`src/rtl/instr_encoder.sv`:
```
// instr_encoder
//   Write-side counterpart of the instruction decoder. Structured instruction records arrive
//   over a valid/ready stream. Each record is packed into the 16-bit instruction format and
//   written to consecutive IMEM words, starting from a base address. Illegal records and
//   address overflow end the session in an error state.
//
// Ports
//   clk, rst          clock (rising edge), synchronous active-high reset
//   start_i           begin a session at base_addr_i (honoured in idle/error only)
//   base_addr_i       first IMEM word address of the session
//   in_valid_i/in_ready_o   record handshake; ready only while loading
//   in_kind_i         0 ALU_IMM, 1 ALU, 2 REG_MEM, 3 JUMP_IMM, 4 JUMP_REG, 5 BRANCH
//   in_func_i         ALU func / reg-mem func (LOAD 0, STORE 1, GET 2, PUT 3, SET 4)
//   in_cond_i         branch condition
//   in_reg_i          register address
//   in_imm_i          address immediate, or data immediate in [7:0]
//   in_last_i         final record of the session
//   imem_we_o/imem_addr_o/imem_wdata_o   IMEM write port, one cycle after acceptance
//   busy_o            session in progress (not idle)
//   done_o            one-cycle pulse with the last word's write
//   count_o           words written this session
//   err_o/err_code_o  sticky error; code 1 illegal record, 2 address overflow
module instr_encoder #(
    parameter int unsigned ADDR_WIDTH = 12
) (
    input  logic                  clk,
    input  logic                  rst,
    input  logic                  start_i,
    input  logic [ADDR_WIDTH-1:0] base_addr_i,
    input  logic                  in_valid_i,
    output logic                  in_ready_o,
    input  logic [2:0]            in_kind_i,
    input  logic [3:0]            in_func_i,
    input  logic [2:0]            in_cond_i,
    input  logic [3:0]            in_reg_i,
    input  logic [11:0]           in_imm_i,
    input  logic                  in_last_i,
    output logic                  imem_we_o,
    output logic [ADDR_WIDTH-1:0] imem_addr_o,
    output logic [15:0]           imem_wdata_o,
    output logic                  busy_o,
    output logic                  done_o,
    output logic [ADDR_WIDTH:0]   count_o,
    output logic                  err_o,
    output logic [1:0]            err_code_o
);

    typedef enum logic [1:0] {StIdle, StLoad, StDone, StError} state_e;

    localparam logic [2:0] KindAluImm  = 3'd0;
    localparam logic [2:0] KindAlu     = 3'd1;
    localparam logic [2:0] KindRegMem  = 3'd2;
    localparam logic [2:0] KindJumpImm = 3'd3;
    localparam logic [2:0] KindJumpReg = 3'd4;
    localparam logic [2:0] KindBranch  = 3'd5;

    localparam logic [3:0] FuncSet = 4'd4;

    localparam logic [1:0] ErrIllegal  = 2'd1;
    localparam logic [1:0] ErrOverflow = 2'd2;

    state_e                  state_q, state_d;
    logic [ADDR_WIDTH-1:0]   wr_addr_q;
    logic [ADDR_WIDTH:0]     count_q;
    logic                    we_q;
    logic [ADDR_WIDTH-1:0]   addr_q;
    logic [15:0]             wdata_q;
    logic                    err_q;
    logic [1:0]              err_code_q;

    logic                    accept;
    logic                    start_load;
    logic                    at_top;
    logic                    illegal;
    logic [15:0]             enc;

    assign accept     = in_valid_i && (state_q == StLoad);
    assign start_load = start_i && ((state_q == StIdle) || (state_q == StError));
    // Writing the last IMEM word of a non-final record leaves nowhere for the next one.
    assign at_top     = &wr_addr_q;

    // Pack the record; bit 0 is the branch flag, [3:1] the opcode or condition.
    always_comb begin
        illegal = 1'b0;
        enc     = '0;
        case (in_kind_i)
            KindAluImm: begin
                enc     = {in_imm_i[7:0], in_func_i, 3'b000, 1'b0};
                illegal = |in_imm_i[11:8];
            end
            KindAlu: enc = {4'h0, in_reg_i, in_func_i, 3'b001, 1'b0};
            KindRegMem: begin
                if (in_func_i == FuncSet) begin
                    // SET carries a data immediate in place of the register field.
                    enc     = {in_imm_i[7:0], in_func_i, 3'b010, 1'b0};
                    illegal = |in_imm_i[11:8];
                end else begin
                    enc     = {4'h0, in_reg_i, in_func_i, 3'b010, 1'b0};
                    illegal = in_func_i > FuncSet;
                end
            end
            KindJumpImm: enc = {in_imm_i, 3'b100, 1'b0};
            KindJumpReg: enc = {12'h000, 3'b111, 1'b0};
            KindBranch:  enc = {in_imm_i, in_cond_i, 1'b1};
            default:     illegal = 1'b1;
        endcase
    end

    always_comb begin
        state_d = state_q;
        case (state_q)
            StIdle: begin
                if (start_i) state_d = StLoad;
            end
            StLoad: begin
                if (accept) begin
                    if (illegal)        state_d = StError;
                    else if (in_last_i) state_d = StDone;
                    else if (at_top)    state_d = StError;
                end
            end
            StDone:  state_d = StIdle;
            StError: begin
                if (start_i) state_d = StLoad;
            end
            default: state_d = StIdle;
        endcase
    end

    always_ff @(posedge clk) begin
        if (rst) begin
            state_q    <= StIdle;
            wr_addr_q  <= '0;
            count_q    <= '0;
            we_q       <= 1'b0;
            addr_q     <= '0;
            wdata_q    <= '0;
            err_q      <= 1'b0;
            err_code_q <= '0;
        end else begin
            state_q <= state_d;
            we_q    <= accept && !illegal;
            if (start_load) begin
                wr_addr_q  <= base_addr_i;
                count_q    <= '0;
                err_q      <= 1'b0;
                err_code_q <= '0;
            end else if (accept && !illegal) begin
                addr_q    <= wr_addr_q;
                wdata_q   <= enc;
                wr_addr_q <= wr_addr_q + 1'b1;
                count_q   <= count_q + 1'b1;
                if (!in_last_i && at_top) begin
                    err_q      <= 1'b1;
                    err_code_q <= ErrOverflow;
                end
            end else if (accept) begin
                err_q      <= 1'b1;
                err_code_q <= ErrIllegal;
            end
        end
    end

    assign in_ready_o   = (state_q == StLoad);
    assign imem_we_o    = we_q;
    assign imem_addr_o  = addr_q;
    assign imem_wdata_o = wdata_q;
    assign busy_o       = (state_q != StIdle);
    assign done_o       = (state_q == StDone);
    assign count_o      = count_q;
    assign err_o        = err_q;
    assign err_code_o   = err_code_q;

endmodule

```
`config.mk`:
```
export PLATFORM = sky130hd
export DESIGN_NAME = instr_encoder
export DESIGN_NICKNAME = d
export VERILOG_FILES = /design/src/rtl/instr_encoder.sv
export SDC_FILE = /design/constraint.sdc
export NUM_CORES = 1
export LEC_CHECK = 0
export ABC_AREA = 1
export CORE_MARGIN = 2
export CORE_UTILIZATION = 41
export DETAILED_ROUTE_END_ITERATION = 10
export PLACE_DENSITY_LB_ADDON = 0.25
export SYNTH_ARGS = -nofsm -noshare
export SYNTH_HDL_FRONTEND = slang
export SYNTH_SLANG_ARGS = --single-unit
```
`constraint.sdc`:
```
create_clock -name clk -period 2 [get_ports clk]
set_input_delay 0.4 -clock clk [delete_from_list [all_inputs] [get_ports clk]]
set_output_delay 0.4 -clock clk [all_outputs]
set_load 0.05 [all_outputs]
```
==> flow_summary.json <==
{
  "clock_latency_ns": 0.33,
  "seqPwrFrac": 0.330,
  "gp_routability_congestion": 0.891,
  "power.ir.vdd_worst_mv": 0.639,
  "yosys.cell_count.top_type": "nand2_1",
  "drt_wl_total_um": 9110,
  "synth-seq-cells": 59,
  "antenna_found_initial": 0,
  "clock_tree.root_cell": "clkbuf_8",
  "worst_pin_slew_ns": 0.598,
  "rsz0062_at_grt": "false",
  "worst_hold_startpoint": "err_code_o[1]",
  "synthTopCellsByCount": "131 x nand2_1, 59 x dfxtp_1, 51 x inv_1, 48 x nor2_1, 35 x a21oi_1",
  "yosys.area_share.xor_xnor": 0.0263,
  "gr-total-overflow": 0,
  "synth_cell_types": 35,
  "critPathMaxStageDelay_ns": 0.82,
  "pwr-share-comb": 0.414,
  "core-area_um2": 7810,
  "intPower_uw": 2620,
  "share_of_final_layout_standard_cells_stronger_than_drive_strength_1": 0.142,
  "worstPathCellList": "clkdlybuf4s50_1",
  "status": "finished, final reports clean",
  "synthDominantCellAreaShare": 0.354,
  "synthesis.nets": 529,
  "placement.cell_area_um2": 4430,
  "ant_nets": 0,
  "drt_first_iter_violations": 166,
  "final_core_utilization": 0.596,
  "dr_total_vias": 3374,
  "postSynth.asyncResetShare": 0,
  "worst_r2r_endpoint": "wr_addr_q[1]",
  "crit_arrival_ns": 1.54,
  "worst-r2r-setup-slack_ns": 0.23,
  "final_period_utilization": 0.970,
  "detail_route.wl_per_cell_um": 13.1,
  "post-synth-top-area-cell": "dfxtp_1",
  "hold_path_sink": "err_code_o[1]",
  "critical-path-slowest-cell": "clkdlybuf4s50_1",
  "power.share.switching": 0.404,
  "power.share.clock": 0.256,
  "timing.hold.worst.class": "register to register",
  "setup_viol": 0,
  "synthesis.area_per_instance_um2": 6.93,
  "antenna_diodes": 0,
  "gate_count_post_synth": 481,
  "grtUsageTotal": 0.216,
  "cts_inserted_buffers": 9,
  "effective_utilization_at_floorplan": 0.427,
  "timing.final.max_slew_violations": 0,
  "critPathCaptureType": "primary output",
  "layout_overhead_on_the_synthesized_area_pct": 39.4,
  "row_count": 32,
  "clock_tree_from_tritoncts": "yes",
  "placed_cells": 679,
  "post_synth_and_or_nand_nor_area_fraction": 0.319,
  "skew_ns": 0.00840,
  "reg2reg_from": "state_q[0]",
  "route.detailed.vias_per_inst": 4.87,
  "first_global_vias": 3264,
  "synth-compound-area-share": 0.172,
  "cts.reportedPaths.clkPinSlew_ns": 0.07,
  "die_h_um": 94.2,
  "start_kind": "register",
  "dominant_register_cell_in_the_synthesized_netlist": "dfxtp_1",
  "critical-path-top-delay-family": "buffers and inverters",
  "final_net_count": 636,
  "cellLeakagePower_uw": 0.00195,
  "cell_depth_of_the_worst_flop_to_flop_path": 7,
  "post-route-worst-setup-slack_ns": 0.0597,
  "instances_no_fill": 693,
  "timing.final.crit_period_ns": 1.94,
  "power.net_switching_uw": 1780,
  "final_hold_viol_count": 0,
  "clock_sink_count": 59,
  "netlist_area_um2": 3340,
  "yosys-mux-area-fraction": 0,
  "nFillCells": 754,
  "synth_adder_area_share": 0.0188,
  "critPathRequiredTime_ns": 1.60,
  "pre_cts_ws_ns": -0.166,
  "chipWidth_um": 94.2,
  "dp_hpwl_um": 7000,
  "finish.instance_area_um2": 4650,
  "max_cap_viol_count": 0,
  "place.port_buffers": 90,
  "floorplan.io_pins": 91,
  "cp_num_buf_inv": 1,
  "max_freq_mhz": 515,
  "main_combinational_cell_family_by_area_after_synthesis": "simple AND/OR/NAND/NOR gates",
  "die-area_um2": 8870,
  "synth_edf_count": 0,
  "dr.pass1.iters": 4,
  "grt_pass1_wl_um": 15200,
  "critical_path.max_fanout": 4,
  "pin_count_of_the_biggest_net_entering_global_routing": 24,
  "area_contributors_post_synth": "dfxtp_1 35%, nand2_1 15%, inv_1 5.7%",
  "ys_warn_count": 0,
  "crit_path_class": "register to primary output",
  "timing.critical_path.from": "count_o[6]",
  "htree_num_levels": 3,
  "drc_errors": 0,
  "max_slew_headroom_at_the_worst_pin": 0.601,
  "min_path_cells": 2,
  "report.power.total_uw": 4390,
  "synth-seq-area-share": 0.354,
  "cts_buffer_depth": 2,
  "pwr_density_cell_nw_per_um2": 945
}
==> final cells by class <==
| type | count | area [µm²] | share of cell area |
|---|---|---|---|
| clock inverters | 2 | 35.0 | 0.00753 |
| inverters | 55 | 209 | 0.0449 |
| multi-input cells | 347 | 1790 | 0.386 |
| clock buffers | 12 | 165 | 0.0355 |
| repair buffers | 116 | 1140 | 0.245 |
| flip-flops and latches | 59 | 1180 | 0.254 |
| well taps | 102 | 128 | 0.0274 |
==> routing by layer <==
layer,vias to the layer above,global-route usage,wire length (µm)
li1,1758,-,-
met1,1521,0.296,4410
met2,81,0.348,4170
met3,14,0.0369,404
met4,0,0.0628,126
met5,-,0,0
==> logic make-up after synthesis <==
kind of cell | after synthesis
AOI/OAI and AO/OA | 97
adders and majority gates | 5
DFF | 59
and+or+nand+nor | 235
buffers and inverters | 75
xor gates and xnor gates | 10
==> registers in the layout (all words and copies together), names as in the netlist <==
register / flops
wr_addr_q: 12
imem_addr_o: 12
state_q: 2
err_code_o: 2
imem_wdata_o: 16
count_o: 13
err_o: 1
imem_we_o: 1
==> worst reg2reg max path, stage by stage (launching register included) <==
cell and delay [ns]:
dfxtp_1 0.33, inv_1 0.07, ha_1 0.35, nor2_4 0.25, inv_2 0.25, nand2_4 0.23, nand2_1 0.07, a21oi_1 0.14
==> metrics by stage <==
stage               TNS, ns  hold WS [ns]
global placement      -3.15         0.435
global route              0         0.479
finish                    0         0.448
floorplan                 0         0.476
detailed placement    -5.45         0.441
CTS                       0         0.451
==> what timing repair did <==
| item | in CTS | in global routing |
|---|---|---|
| hold buffers | 0 | 0 |
| setup buffers | 0 | 0 |
| setup endpoints to repair | 1 | 24 |
| resized for setup | 1 | 7 |
| endpoints found under the hold margin | 0 | 0 |
==> layout by cell type (no fill, tap or decap) <==
cell type and count:
inv_1 51, a21oi_2 14, clkbuf_8 12, a21oi_4 1, bufinv_16 1, ha_1 5
clkdlybuf4s50_1 79, nand3_2 11, buf_4 27, clkinv_2 1, dlygate4sd2_1 1, nor2_1 48
o21ai_0 28, nand4_1 3, o31ai_1 1, nand2_4 2, nor2_4 2, nand3_1 23
nand3_4 1, nor2_8 1, o21ai_2 2, inv_4 1, a211oi_1 2, xor2_1 10
dlymetal6s2s_1 6, buf_12 3, or2_2 1, dfxtp_1 59, nand2_1 131, o21ai_1 10
inv_2 3, a21oi_1 35, nor3_1 11, nor3_2 1, a22oi_1 4
==> worst max-delay path by stage <==
stage	to	depth (start not counted)
CTS	count_o[3]	1
finish	count_o[6]	1
global route	count_o[1]	1
floorplan	wr_addr_q[2]	9
global placement	count_o[3]	12
detailed placement	imem_addr_o[10]	11
==> power by group through the flow <==
stage               Combinational [µW]  Sequential, µW  Clock (µW)
global route                      1990            1470        1200
floorplan                         1040            1710           0
finish                            1820            1450        1120
global placement                  1790            1470           0
CTS                               1810            1450        1140
detailed placement                1800            1470           0
No activity file was read; power rests on OpenSTA's default activity.
==> RTL change 1: new RTL, config.mk and constraints unchanged <==
Make the reset (`rst`) asynchronous in one clocked block. Comments in the files are not updated.
--- a/src/rtl/instr_encoder.sv
+++ b/src/rtl/instr_encoder.sv
@@ -129,3 +129,3 @@
 
-    always_ff @(posedge clk) begin
+    always_ff @(posedge clk or posedge rst) begin
         if (rst) begin
Check against the original RTL: differs if rst is asserted again (counterexample within 4 cycles, from zero or initial values and one cycle with rst high); with rst held inactive, the same outputs for 10 cycles.
==> RTL change 1 against the original RTL <==
  * Setup slack worse by 0.024 ns
  * Critical endpoint is now count_o[11]
  * Sequential cell count unchanged
  * Area after synthesis down 0.79%
  * Wire length down 5.9%
  * Worst hold slack worse by 0.0083 ns
  * Global-route usage down 1.0 points
  * Sequential share of layout area up 6.1 points
  * Cell area up 0.70%
Power is not compared: it rests on default switching activity, and its combinational part moved more than twofold at a synthesized area within 25%.
==> RTL change 1: results (changes against the original RTL) <==
run status finished, final reports clean (unchanged); Final Wtd Congestion 0.840 (was 0.891); CP Data Arrival Time 1.56 ns (was 1.54 ns); 1st-iter DRT viols 162 (was 166); Root Buffer sky130_fd_sc_hd__clkbuf_8 (unchanged); global router's overall resource usage 20.6% (was 21.6%); met1 GRT Util 27.2% (was 29.6%); maximum fanout count along the critical path 4 (unchanged); deepest clock path buffer count 2 (unchanged); number of antenna violations at the first check in global routing 0 (unchanged); worst setup path startpoint count_o[11] (was count_o[6]); number of post-CTS setup repair buffers 0 (unchanged); library cell contributing the largest single delay on the critical path sky130_fd_sc_hd__clkdlybuf4s50_1 (unchanged); number of global-route vias before repair 3086 (was 3264); fraction of synthesis flops using an asynchronous set or reset pin 100% (was 0%); crit-path leading delay family buffers and inverters (unchanged); adder-cell share of the synthesized area 2.27% (was 1.88%); total number of vias 3240 (was 3374); Layout Nets 601 (was 636); FILL cells 710 (was 754); Register-to-Register Setup Slack 0.22 ns; largest incremental delay on the critical path 0.82 ns (about the same); # H-tree levels 3 (unchanged); xor/xnor cell area share of the yosys netlist 2.65% (was 2.63%); startpoint of the most critical register-to-register path state_q[0] (unchanged); synthesized-area fraction occupied by ao, oa, aoi and oai cells 9.41% (was 17.2%); post-synthesis mux area share 0% (unchanged); length in cells of the worst reg-to-reg path 7 (unchanged); share of the yosys chip area belonging to registers 44.6% (was 35.4%); transition at the pin with the smallest max-transition slack 0.545 ns (was 0.598 ns); IR Drop Worst-Case VDD approximately 930 uV; Finish-stage setup viols 0 (unchanged); Syn. warnings 0 (unchanged); TritonCTS Buffers 9 (unchanged); cell types with the largest area share after synthesis sky130_fd_sc_hd__dfrtp_1 45%, sky130_fd_sc_hd__nand2_1 20%, sky130_fd_sc_hd__nand3_1 4.8% (was sky130_fd_sc_hd__dfxtp_1 35%, sky130_fd_sc_hd__nand2_1 15%, sky130_fd_sc_hd__inv_1 5.7%); total nets after synthesis 492 (was 529); met3 Use GR 3.29% (was 3.69%); number of optimization iterations in the first detailed-route pass 4 (unchanged); worst clock skew on the final layout 0.00381 ns (was 0.00840 ns); cell types with the highest counts after synthesis 174 x sky130_fd_sc_hd__nand2_1, 59 x sky130_fd_sc_hd__dfrtp_1, 37 x sky130_fd_sc_hd__inv_1, 35 x sky130_fd_sc_hd__nor2_1, 32 x sky130_fd_sc_hd__nand3_1 (was 131 x sky130_fd_sc_hd__nand2_1, 59 x sky130_fd_sc_hd__dfxtp_1, 51 x sky130_fd_sc_hd__inv_1, 48 x sky130_fd_sc_hd__nor2_1, 35 x sky130_fd_sc_hd__a21oi_1); count of pins over their slew limit 0 (unchanged); Critical R2R Capture imem_addr_o[7] (was wr_addr_q[1]); total detailed-routing wirelength 8570 um (was 9110 um); pin count of the biggest net entering global routing 60 (was 24); number of distinct standard cells referenced by the synthesized netlist 33 (was 35); met2 GRT Util 33.6% (was 34.8%); kind of path behind the tightest hold check in -> async (was reg -> reg); ratio of cells with drive above 1 in the final layout 12.0% (was 14.2%); internal power 0.00362 W; global-route wire length before repair 14200 um (was 15200 um); estimated wirelength of the detail-placed design 6390 um (was 7000 um)
==> RTL change 1: worst max path at each step <==
stage | endpoint | slack (ns) | depth (start not counted)
2_1_floorplan | imem_addr_o[3] | 0.05 | 8
3_5_place_dp | err_o | -0.05 | 12
5_1_grt | count_o[11] | 0.01 | 1
3_3_place_gp | state_q[0] | -0.04 | 12
6_report | count_o[11] | 0.04 | 1
4_1_cts | count_o[5] | 0.0008 | 1
==> RTL change 1: layer usage <==
layer  part of all wire (%)  vias up  wire length, um
li1                       -     1632                -
met1                     46     1495             3960
met2                     46      102             3910
met3                    6.4       11              545
met4                    1.8        0              152
met5                      0        -                0
==> RTL change 1: logic make-up (layout without fill, tap and decap cells) <==
family,after synthesis,in the layout
simple gates,264,264
buf+inv,52,166
xor+xnor,10,10
fa+ha+maj,6,6
flops,59,59
compound gates,52,52
==> RTL change 1: power by group through the flow <==
stage	clock (W)	sequential (W)	combinational (W)
4_1_cts	0.00110	0.00198	0.00387
6_report	0.00108	0.00198	0.00384
3_5_place_dp	0	0.00199	0.00385
3_3_place_gp	0	0.00198	0.00381
5_1_grt	0.00115	0.00203	0.00416
2_1_floorplan	0	0.00303	0.00147
==> RTL change 1: final cells by class <==
class | count | share of cell area (%)
Clock buffer | 11 | 3.02
Clock inverter | 5 | 1.12
Inverter | 40 | 3.39
Multi-Input combinational cell | 332 | 34.1
Sequential cell | 59 | 31.5
Tap cell | 102 | 2.73
Timing Repair Buffer | 110 | 24.1
==> RTL change 1: stage by stage <==
step	util, %	setup WS (ns)	cells	instance area (um2)	hold slack (ns)
2_1_floorplan	-	0.0533	443	3310	0.467
6_report	60.3	0.0353	659	4680	0.440
3_3_place_gp	57.6	-0.0400	643	4480	0.456
3_5_place_dp	57.6	-0.0466	643	4480	0.460
5_1_grt	60.3	0.0107	659	4680	0.459
4_1_cts	60.1	0.000841	659	4670	0.453
==> RTL change 1: worst reg2reg max path, cell delays in order (launching register included) <==
cell and delay (ns):
sky130_fd_sc_hd__dfrtp_1 0.40, sky130_fd_sc_hd__inv_1 0.08, sky130_fd_sc_hd__ha_1 0.36, sky130_fd_sc_hd__nor2_4 0.16, sky130_fd_sc_hd__clkinvlp_4 0.20, sky130_fd_sc_hd__nand2_2 0.16, sky130_fd_sc_hd__buf_12 0.18, sky130_fd_sc_hd__o21ai_0 0.12
==> RTL change 1: repair_timing <==
action	4_1_cts	5_1_grt
cloned	0	0
gates resized for setup	2	5
endpoints found under the setup margin	2	8
pin swaps	0	0
==> RTL change 2: new RTL, config.mk and constraints unchanged <==
Made on the original files. Change the parameter `ADDR_WIDTH` from 12 to 11.
--- a/src/rtl/instr_encoder.sv
+++ b/src/rtl/instr_encoder.sv
@@ -23,3 +23,3 @@
 module instr_encoder #(
-    parameter int unsigned ADDR_WIDTH = 12
+    parameter int unsigned ADDR_WIDTH = 11
 ) (
Ports: changed (resized base_addr_i, count_o and imem_addr_o); port bits go from 91 to 88. The function was not compared with the original's and may differ.
==> RTL change 2 against the original RTL <==
  * Sequential share of layout area rose by 0.77 points
  * Sequential cell count fell by 3
  * Cell area fell by 7.9%
  * Clock skew fell by 0.0029 ns
  * Area after synthesis fell by 8.7%
  * Wire length fell by 13%
  * Total power fell by 9.6%
  * Setup slack improved by 0.016 ns
  * Critical path type unchanged
  * Critical endpoint is now count_o[1]
==> RTL change 2: results (changes against the original RTL) <==
synthesized-area fraction occupied by ao, oa, aoi and oai cells 14.3% (was 17.2%); cell types with the largest area share after synthesis sky130_fd_sc_hd__dfxtp_1 37%, sky130_fd_sc_hd__nand2_1 14%, sky130_fd_sc_hd__nor2_1 11% (was sky130_fd_sc_hd__dfxtp_1 35%, sky130_fd_sc_hd__nand2_1 15%, sky130_fd_sc_hd__inv_1 5.7%); Layout Nets 614 (was 636); FILL cells 685 (was 754); cell types with the highest counts after synthesis 110 x sky130_fd_sc_hd__nand2_1, 88 x sky130_fd_sc_hd__nor2_1, 56 x sky130_fd_sc_hd__dfxtp_1, 45 x sky130_fd_sc_hd__inv_1, 31 x sky130_fd_sc_hd__nand3_1 (was 131 x sky130_fd_sc_hd__nand2_1, 59 x sky130_fd_sc_hd__dfxtp_1, 51 x sky130_fd_sc_hd__inv_1, 48 x sky130_fd_sc_hd__nor2_1, 35 x sky130_fd_sc_hd__a21oi_1); share of the cycle needed by the critical path after routing 96.2% (was 97.0%); xor/xnor cell area share of the yosys netlist 3.16% (was 2.63%); clock insertion delay at the later pin of the skew report 0.31 ns (was 0.33 ns); pin count of the biggest net entering global routing 29 (was 24); worst clock skew on the final layout 0.00554 ns (was 0.00840 ns); switching part of the total 40.6% (was 40.4%); Final Wtd Congestion 0.882 (was 0.891); total nets after synthesis 509 (was 529); number of input and output port buffers inserted 87 (was 90); run status finished, final reports clean (unchanged); Comb pwr share 44.9% (was 41.4%); total detailed-routing wirelength 7900 um (was 9110 um); worst slew margin relative to its limit 59.1% (was 60.1%); estimated wirelength of the detail-placed design 5840 um (was 7000 um); Power Total 0.00397 W (was 0.00439 W); Resize count post-CTS 0 (was 1); CP Data Arrival Time 1.52 ns (was 1.54 ns); number of distinct standard cells referenced by the synthesized netlist 29 (was 35); leakage power 1.88 nW (was 1.95 nW); worst setup path startpoint count_o[1] (was count_o[6]); adder-cell share of the synthesized area 2.05% (was 1.88%); final cell count without fillers 667 (was 693); clock edge transition at the registers on the reported setup and hold paths 0.10 ns (was 0.07 ns); # H-tree levels 2 (was 3)
==> RTL change 2: cell types whose count changed in the layout (fill, tap and decap cells not counted), moves of 4 or more <==
cell / before / now
sky130_fd_sc_hd__xnor2_1: 0 / 5
sky130_fd_sc_hd__nand3_1: 23 / 31
sky130_fd_sc_hd__nor2_1: 48 / 88
sky130_fd_sc_hd__nor3_1: 11 / 3
sky130_fd_sc_hd__a21oi_1: 35 / 28
sky130_fd_sc_hd__o22ai_1: 0 / 8
sky130_fd_sc_hd__inv_1: 51 / 45
sky130_fd_sc_hd__nand2_1: 131 / 110
sky130_fd_sc_hd__nand3_2: 11 / 0
sky130_fd_sc_hd__clkbuf_8: 12 / 7
sky130_fd_sc_hd__xor2_1: 10 / 6
sky130_fd_sc_hd__a22oi_1: 4 / 0
sky130_fd_sc_hd__a21oi_2: 14 / 0
==> RTL change 2: path summary, 6_finish.rpt <==
| check | endpoint | depth (start not counted) |
|---|---|---|
| setup / recovery | count_o[1] | 1 |
| hold / removal | err_code_o[1] | 2 |
| setup reg to reg | imem_wdata_o[2] | 9 |
| hold reg to reg | err_code_o[1] | 2 |
==> RTL change 2: layer usage <==
metal  wire length [um]  share of wire (%)  track usage, %
met1               3770                 48            24.0
met2               3620                 46            34.4
met3                418                5.3            4.53
met4                 92                1.2            5.77
met5                  0                  0               0
==> RTL change 2: area by class of cell <==
class | instances | area [um2] | share of cell area, %
Tap cell | 99 | 124 | 2.89
Sequential cell | 56 | 1120 | 26.2
Timing Repair Buffer | 112 | 1080 | 25.2
Clock inverter | 1 | 30.0 | 0.701
Inverter | 52 | 211 | 4.94
Multi-Input combinational cell | 340 | 1620 | 37.8
Clock buffer | 7 | 96.3 | 2.25
